--- config.mk ---
export PLATFORM = sky130hd
export DESIGN_NAME = down_counter_timer
export DESIGN_NICKNAME = d
export VERILOG_FILES = /design/src/rtl/down_counter_timer_pkg.sv /design/src/rtl/down_counter_timer.sv
export SDC_FILE = /design/constraint.sdc
export NUM_CORES = 1
export LEC_CHECK = 0
export ABC_AREA = 1
export CORE_AREA = 2 2 39 41
export DETAILED_ROUTE_END_ITERATION = 8
export DIE_AREA = 0 0 41 43
export GPL_TIMING_DRIVEN = 0
export PLACE_DENSITY = 0.66
export SYNTH_ARGS = -nofsm -noshare
export SYNTH_HDL_FRONTEND = slang
export SYNTH_SLANG_ARGS = --single-unit
--- constraint.sdc ---
create_clock -name clk -period 1.6 [get_ports clk]
set_input_delay 0.16 -clock clk [delete_from_list [all_inputs] [get_ports clk]]
set_output_delay 0.16 -clock clk [all_outputs]
set_load 0.01 [all_outputs]
--- src/rtl/down_counter_timer_pkg.sv ---
// Shared types and constants for the loadable down-counter / interval timer.
// Contents: FSM state encoding, default counter width, reset values.
// Imported by down_counter_timer.
package down_counter_timer_pkg;

  localparam int unsigned DEFAULT_WIDTH = 4;

  typedef enum logic [1:0] {
    IDLE = 2'd0,
    RUN  = 2'd1,
    DONE = 2'd2
  } state_e;

  // Reset values (count and reload are zero at any width)
  localparam int unsigned RST_COUNT  = 0;
  localparam int unsigned RST_RELOAD = 0;
  localparam logic        RST_TC     = 1'b0;
  localparam state_e      RST_STATE  = IDLE;

endpackage : down_counter_timer_pkg

--- src/rtl/down_counter_timer.sv ---
// Loadable down-counter / interval timer with one-cycle terminal-count pulse.
// Latency: TC reached N enabled cycles after loading N; outputs registered.
// No backpressure: enable simply stalls the count; load overrides any state.
//
// Ports:
//   clk        - system clock, rising edge
//   reset      - synchronous active-high reset (beats load and enable)
//   load       - capture load_value this cycle (beats enable)
//   load_value - start value; 0 parks the block in IDLE
//   enable     - decrement qualifier while running
//   count_out  - current count (registered)
//   zero       - count_out == 0 (combinational from count_out)
//   tc_pulse   - one-cycle terminal-count strobe (registered)
//   busy       - high while the FSM is in RUN
//
// Optional build macro DOWN_COUNTER_AUTO_RELOAD_EN: on terminal count the
// counter reloads the last loaded value and keeps running, producing a
// periodic tick. Undefined (default): one-shot, halts in DONE at 0.
import down_counter_timer_pkg::*;

module down_counter_timer #(
  parameter int unsigned WIDTH = DEFAULT_WIDTH
) (
  input  logic             clk,
  input  logic             reset,
  input  logic             load,
  input  logic [WIDTH-1:0] load_value,
  input  logic             enable,
  output logic [WIDTH-1:0] count_out,
  output logic             zero,
  output logic             tc_pulse,
  output logic             busy
);

  localparam logic [WIDTH-1:0] ONE = WIDTH'(1);

  state_e           state_q, state_d;
  logic [WIDTH-1:0] count_q, count_d;
  logic             tc_q,    tc_d;

`ifdef DOWN_COUNTER_AUTO_RELOAD_EN
  logic [WIDTH-1:0] reload_q, reload_d;
`endif

  // Next-state / next-count logic
  always_comb begin
    state_d = state_q;
    count_d = count_q;
    tc_d    = 1'b0;
`ifdef DOWN_COUNTER_AUTO_RELOAD_EN
    reload_d = reload_q;
`endif

    if (load) begin
      // No decrement in the load cycle; a load of 0 has nothing to time.
      count_d = load_value;
`ifdef DOWN_COUNTER_AUTO_RELOAD_EN
      reload_d = load_value;
`endif
      state_d = (load_value != '0) ? RUN : IDLE;
    end else begin
      unique case (state_q)
        IDLE: ;
        RUN: begin
          if (enable) begin
            if (count_q > ONE) begin
              count_d = count_q - ONE;
            end else if (count_q == ONE) begin
              tc_d = 1'b1;
`ifdef DOWN_COUNTER_AUTO_RELOAD_EN
              count_d = reload_q;
`else
              count_d = '0;
              state_d = DONE;
`endif
            end else begin
              // RUN with a zero count cannot be entered; park without a pulse.
              state_d = DONE;
            end
          end
        end
        DONE: ;
        default: state_d = IDLE;
      endcase
    end
  end

  always_ff @(posedge clk) begin
    if (reset) begin
      state_q <= RST_STATE;
      count_q <= WIDTH'(RST_COUNT);
      tc_q    <= RST_TC;
`ifdef DOWN_COUNTER_AUTO_RELOAD_EN
      reload_q <= WIDTH'(RST_RELOAD);
`endif
    end else begin
      state_q <= state_d;
      count_q <= count_d;
      tc_q    <= tc_d;
`ifdef DOWN_COUNTER_AUTO_RELOAD_EN
      reload_q <= reload_d;
`endif
    end
  end

  assign count_out = count_q;
  assign zero      = (count_q == '0);
  assign tc_pulse  = tc_q;
  assign busy      = (state_q == RUN);

endmodule : down_counter_timer

# == After elaboration in Yosys (flattened, before gate mapping) ==
# Index checks and enable logic that the tools add are counted.
# op_classes
n_addsub,1
multipliers,0
div_mod_pow,0
magnitude_cmp,1
n_eq_ne,6
shift,0
n_mux,11
bitwise_logic,2
n_reduce_logical,10
# ops
cell,count
$mux W4,5
$mux W2,3
$ne A3 B3 Y1 const B,2
$reduce_and A3 Y1,2
$reduce_or A5 Y1,1
$eq A4 B1 Y1 const B,1
$gt A4 B1 Y1 const B,1
$logic_not A4 Y1,1
$pmux W2 S2,1
$reduce_bool A2 Y1,2
$reduce_bool A4 Y1,1
$sub A4 B1 Y4 const B,1
$reduce_bool A3 Y1,1
$eq A2 B1 Y1 const B,1
$eq A2 B2 Y1 const B,1
$logic_not A2 Y1,1
$mux W1,2
$ne A2 B1 Y1 const B,1
$not A1 Y1,2
$reduce_or A2 Y1,1
# word_totals
regBits,7
latch_bits,0
ram_bits,0
mem_bits_ro,0
elab_cells,34
memories,0

# == Longest topological paths before layout ==
# depth
depth_word,6
mapped_depth,9
mapped_depth_nobuf,9

# == Worst setup path before layout ==
# OpenSTA, ideal clock, no wires.
# synth_timing
path_type,register to register
startpoint,register count_q[0] (netlist: count_out[0])
endpoint,register count_q[3] (netlist: count_out[3])
setup_time_ns,0.064
t_arrival_ns,1.281
t_required_ns,1.536
slack_ns,0.256
path_stages_with_launch,10
n_path_buf,0
period_less_slack_ns,1.344
path_cell_list,dfxtp_1 inv_1 ha_1 o21ai_2 nand2_1 inv_1 nand2_1 nor2_1 nor2_1 nor2_1
# synth_via
elab_chain_cells,5
elab_cells_between_ends,9
cone_classes,1 x add/sub; 1 x order compare; 1 x eq/ne; 4 x mux; 2 x reduce/logical
# synth_rtl
element,line_no,text
"start, declared",down_counter_timer.sv:38,"logic [WIDTH-1:0] count_q, count_d;"
"start signal, assigned",down_counter_timer.sv:91,count_q <= WIDTH'(RST_COUNT);
"start signal, assigned",down_counter_timer.sv:98,count_q <= count_d;
$sub A4 B1 Y4 / $gt A4 B1 Y1 (equally long branches),"down_counter_timer.sv:67, down_counter_timer.sv:66",
$mux W4,down_counter_timer.sv:66,if (count_q > ONE) begin
$mux W4,down_counter_timer.sv:65,if (enable) begin
$mux W4,down_counter_timer.sv:62,unique case (state_q)
$mux W4,down_counter_timer.sv:54,if (load) begin
# Parallel ways exist; a longest one is shown, timed or not. The select of a mux whose other input is x is not followed.
# A chain may end at the register's enable or synchronous reset.

# == Worst setup path after layout ==
# layout_timing
startpoint,register state_q[1]
endpoint,output port busy
# layout_via
elab_chain_cells,1
# layout_rtl
element,line_no,text
"start, declared",down_counter_timer.sv:37,"state_e state_q, state_d;"
"start signal, assigned",down_counter_timer.sv:97,state_q <= state_d;
$eq A2 B1 Y1,down_counter_timer.sv:109,assign busy = (state_q == RUN);
"end, declared",down_counter_timer.sv:32,output logic busy
# Every way passes these cells.

==> report_table.html <==
<table>
<tr><th>Metric</th><th>Value</th></tr>
<tr><th colspan="2">STA</th></tr>
<tr><td>Final count of hold timing violations</td><td>0</td></tr>
<tr><td>Max-Slew Margin vs Limit</td><td>0.837</td></tr>
<tr><td>Clock Skews</td><td>10.2 ps</td></tr>
<tr><td>Min setup slack post-route</td><td>114 ps</td></tr>
<tr><td>Accumulated negative setup slack</td><td>0 ps</td></tr>
<tr><td>Maximum frequency from static timing analysis</td><td>0.673 GHz</td></tr>
<tr><td>Time the worst path needs with I/O delays and setup</td><td>1490 ps</td></tr>
<tr><td>Final count of pins violating max slew</td><td>0</td></tr>
<tr><td>Period utilization</td><td>0.929</td></tr>
<tr><td>RSZ-0062 raised after global routing</td><td>false</td></tr>
<tr><td>Worst Max-Slew Pin Slew</td><td>241 ps</td></tr>
<tr><td>Endpoints failing setup</td><td>0</td></tr>
<tr><th colspan="2">Routing</th></tr>
<tr><td>Via total after detailed routing</td><td>519</td></tr>
<tr><td>DRC violations left</td><td>0</td></tr>
<tr><td>Sum of routed wire length over all layers</td><td>1050 um</td></tr>
<tr><td>First DRT Iteration DRCs</td><td>7</td></tr>
<tr><td>Wire length per cell</td><td>9.38 um</td></tr>
<tr><td>Count of antenna-violating nets left after detailed routing</td><td>0</td></tr>
<tr><td>Count of TritonRoute iterations in the first routing pass</td><td>4</td></tr>
<tr><td>Via density per instance</td><td>4.63</td></tr>
<tr><th colspan="2">Synth</th></tr>
<tr><td>Fraction of the yosys area taken by sequential cells</td><td>0.278</td></tr>
<tr><td>Leading post-synthesis cells by instance count</td><td>23 x sky130_fd_sc_hd__nand2_1, 11 x sky130_fd_sc_hd__inv_1, 8 x sky130_fd_sc_hd__nor2_1, 7 x sky130_fd_sc_hd__dfxtp_1</td></tr>
<tr><td>Mean instance size in the synthesized netlist</td><td>6.46 sq um</td></tr>
<tr><td>Distinct cell type count after synthesis</td><td>19</td></tr>
<tr><td>Cell taking the most area after synthesis</td><td>sky130_fd_sc_hd__dfxtp_1</td></tr>
<tr><td>Most used standard cell by instance count after synthesis</td><td>sky130_fd_sc_hd__nand2_1</td></tr>
<tr><td>Synth warn</td><td>0</td></tr>
<tr><td>Fraction of synthesized area in multiplexers</td><td>0</td></tr>
<tr><td>Largest family of logic cells by synthesized area</td><td>simple AND/OR/NAND/NOR gates</td></tr>
<tr><td>Area share of fa/ha/maj cells after synthesis</td><td>0.0744</td></tr>
<tr><td>Post-synth top area share</td><td>0.278</td></tr>
<tr><td>Simple-gate portion of the synthesized area</td><td>0.437</td></tr>
<tr><td>Compound-cell area share of the yosys netlist</td><td>0.0844</td></tr>
<tr><td>Netlist area before placement</td><td>504 sq um</td></tr>
<tr><td>Number of enable-type register cells in the synthesized netlist</td><td>0</td></tr>
<tr><td>Ranking of synthesized cells by area</td><td>sky130_fd_sc_hd__dfxtp_1 28%, sky130_fd_sc_hd__nand2_1 17%, sky130_fd_sc_hd__inv_1 8.2%</td></tr>
<tr><td>Async set-or-reset flop fraction in the synthesized netlist</td><td>0</td></tr>
<tr><td>Post-synthesis sequential element count</td><td>7</td></tr>
<tr><td>Synth Net Count</td><td>89</td></tr>
<tr><td>Post-Syn Instances</td><td>78</td></tr>
<tr><td>Most common flop cell mapped by yosys</td><td>sky130_fd_sc_hd__dfxtp_1</td></tr>
<tr><td>Xor/xnor share of the synthesized area</td><td>0</td></tr>
<tr><th colspan="2">Clock tree</th></tr>
<tr><td>Clock sink count</td><td>7</td></tr>
<tr><td>TritonCTS clock tree</td><td>built</td></tr>
<tr><td>Cts hold-fix bufs</td><td>0</td></tr>
<tr><td>Insertion delay to the later sink of the worst-skew pair</td><td>260 ps</td></tr>
<tr><td># H-tree levels</td><td>1</td></tr>
<tr><td>Post-cts resize count</td><td>2</td></tr>
<tr><td>Maximum clock insertion buffer count</td><td>2</td></tr>
<tr><td>Setup Fix Bufs, Post-CTS</td><td>0</td></tr>
<tr><td>Root Driver</td><td>sky130_fd_sc_hd__clkbuf_4</td></tr>
<tr><td>Clock-pin slew on the worst setup and hold paths</td><td>60 ps</td></tr>
<tr><td>Total CTS buffers</td><td>3</td></tr>
<tr><th colspan="2">Worst setup path</th></tr>
<tr><td>Worst path arrival time</td><td>1330 ps</td></tr>
<tr><td>Cells traversed along the worst timing path</td><td>inv_1, nand2_2, inv_1, clkdlybuf4s50_1</td></tr>
<tr><td>Sort of element at the start of the critical path</td><td>register</td></tr>
<tr><td>Type of the worst setup path</td><td>register to output pin</td></tr>
<tr><td>Max incr delay on CP</td><td>530 ps</td></tr>
<tr><td>Slowest cell on the critical path</td><td>sky130_fd_sc_hd__clkdlybuf4s50_1</td></tr>
<tr><td>Max Fanout on Critical Path</td><td>3</td></tr>
<tr><td>CP required</td><td>1440 ps</td></tr>
<tr><td>Sort of element at the end of the critical path</td><td>output pin</td></tr>
<tr><td>Cell repeated most along the worst path</td><td>sky130_fd_sc_hd__inv_1</td></tr>
<tr><th colspan="2">Placement</th></tr>
<tr><td>Setup WS pre-CTS</td><td>154 ps</td></tr>
<tr><td>Buffers on Ports</td><td>14</td></tr>
<tr><td>Placed cells</td><td>108</td></tr>
<tr><td>HPWL after DPL</td><td>845 um</td></tr>
<tr><td>Placement-stage cell area</td><td>664 sq um</td></tr>
<tr><td>Final GP Congestion</td><td>0.831</td></tr>
<tr><th colspan="2">Final layout</th></tr>
<tr><td>Post-route standard cell area excluding fillers</td><td>689 sq um</td></tr>
<tr><td>Ratio of cells with drive above 1 in the final layout</td><td>0.146</td></tr>
<tr><td>Layout Cells excl Fill</td><td>112</td></tr>
<tr><td>Number of nets in the layout</td><td>108</td></tr>
<tr><td>Synthesis-to-layout area growth</td><td>36.7%</td></tr>
<tr><td>Antenna Cells</td><td>0</td></tr>
<tr><th colspan="2">Power and ir drop</th></tr>
<tr><td>Maximum VDD drop</td><td>0.325 mV</td></tr>
<tr><td>P per Cell Area</td><td>854 nW/um^2</td></tr>
<tr><td>Power, Total</td><td>0.589 mW</td></tr>
<tr><td>Leak Pwr</td><td>0.344 nW</td></tr>
<tr><th colspan="2">Global route</th></tr>
<tr><td>Global-route wire length before repair</td><td>1700 um</td></tr>
<tr><td>Overall track demand over capacity in global routing</td><td>0.150</td></tr>
<tr><td>Final global-route overflow total</td><td>0</td></tr>
<tr><td>Initial antenna violation count</td><td>0</td></tr>
<tr><td>Vias in the first global route</td><td>423</td></tr>
<tr><td>Maximum number of pins on one net before global-route repair</td><td>11</td></tr>
<tr><th colspan="2">Die</th></tr>
<tr><td>Width of the die</td><td>41 um</td></tr>
<tr><td>Number of standard-cell rows in the floorplan</td><td>14</td></tr>
<tr><td>Floorplan die area</td><td>1760 sq um</td></tr>
<tr><td>Placeable core region</td><td>1380 sq um</td></tr>
<tr><td>Initial core utilization</td><td>0.364</td></tr>
<tr><td>Die Y-Extent</td><td>43 um</td></tr>
<tr><td>Top Ports</td><td>15</td></tr>
<tr><th colspan="2">Worst hold path</th></tr>
<tr><td>Worst min-delay path class</td><td>register to register</td></tr>
<tr><th colspan="2">Outcome</th></tr>
<tr><td>Run status</td><td>complete, no violations</td></tr>
<tr><th colspan="2">Run</th></tr>
<tr><td>Count of max-cap constraint violations</td><td>0</td></tr>
</table>
[report_power, final]
part	internal, mW	switching [mW]
Sequential	0.188	0.0166
Combinational	0.0997	0.114
Clock	0.0957	0.0742
[state kept, by name, indices dropped and copies added, names as in the netlist]
name       cells
count_out      4
tc_pulse       1
state_q        2
[critical path: cells and delay by family (launching register included)]
kind / cells / cell delay [ps]
buffers and inverters: 3 / 680
flip-flops: 1 / 300
AND/OR/NAND/NOR: 1 / 80
[final timing paths]
kind | start | to | slack [ps] | cells after the start
setup / recovery | state_q[1] | busy | 110 | 4
hold / removal | state_q[0] | state_q[1] | 470 | 1
setup reg to reg | count_out[0] | count_out[3] | 190 | 9
hold reg to reg | state_q[0] | state_q[1] | 470 | 1
[stage by stage]
stage / hold slack (ps) / utilization
detailed placement: 461 / 0.480
finish: 474 / 0.498
global placement: 456 / 0.480
CTS: 469 / 0.498
floorplan: 229 / -
global route: 495 / 0.498
[area by class of cell]
| class | count | area, sq um |
|---|---|---|
| timing repair buffer | 14 | 139 |
| inverter | 14 | 52.6 |
| clock buffer | 4 | 26.3 |
| sequential | 7 | 140 |
| tap | 16 | 20.0 |
| multi-input combinational | 56 | 300 |
| buffer | 1 | 11.3 |
| fill | 148 | 694 |
[cell families (layout without fill, tap and decap cells)]
group / after synthesis / after routing
adders and majority gates: 3 / 3
buffers and inverters: 15 / 33
and+or+nand+nor: 46 / 46
AOI/OAI and AO/OA: 7 / 7
DFF: 7 / 7
[cell usage in the layout, fill, tap and decap left out, types with 4 or more instances in the layout]
cell	count
sky130_fd_sc_hd__dfxtp_1	7
sky130_fd_sc_hd__nand3_1	4
sky130_fd_sc_hd__nand2_1	23
sky130_fd_sc_hd__inv_2	4
sky130_fd_sc_hd__nor2_1	8
sky130_fd_sc_hd__clkdlybuf4s50_1	13
sky130_fd_sc_hd__a21oi_1	4
sky130_fd_sc_hd__inv_1	10
[metal layers]
layer / vias up / wire length [um] / GRT usage
met5: - / 0 / 0
met4: 0 / 36 / 0.120
li1: 281 / - / -
met2: 10 / 453 / 0.188
met1: 224 / 529 / 0.201
met3: 4 / 31 / 0.0471
Power figures use the tool's default switching activity.
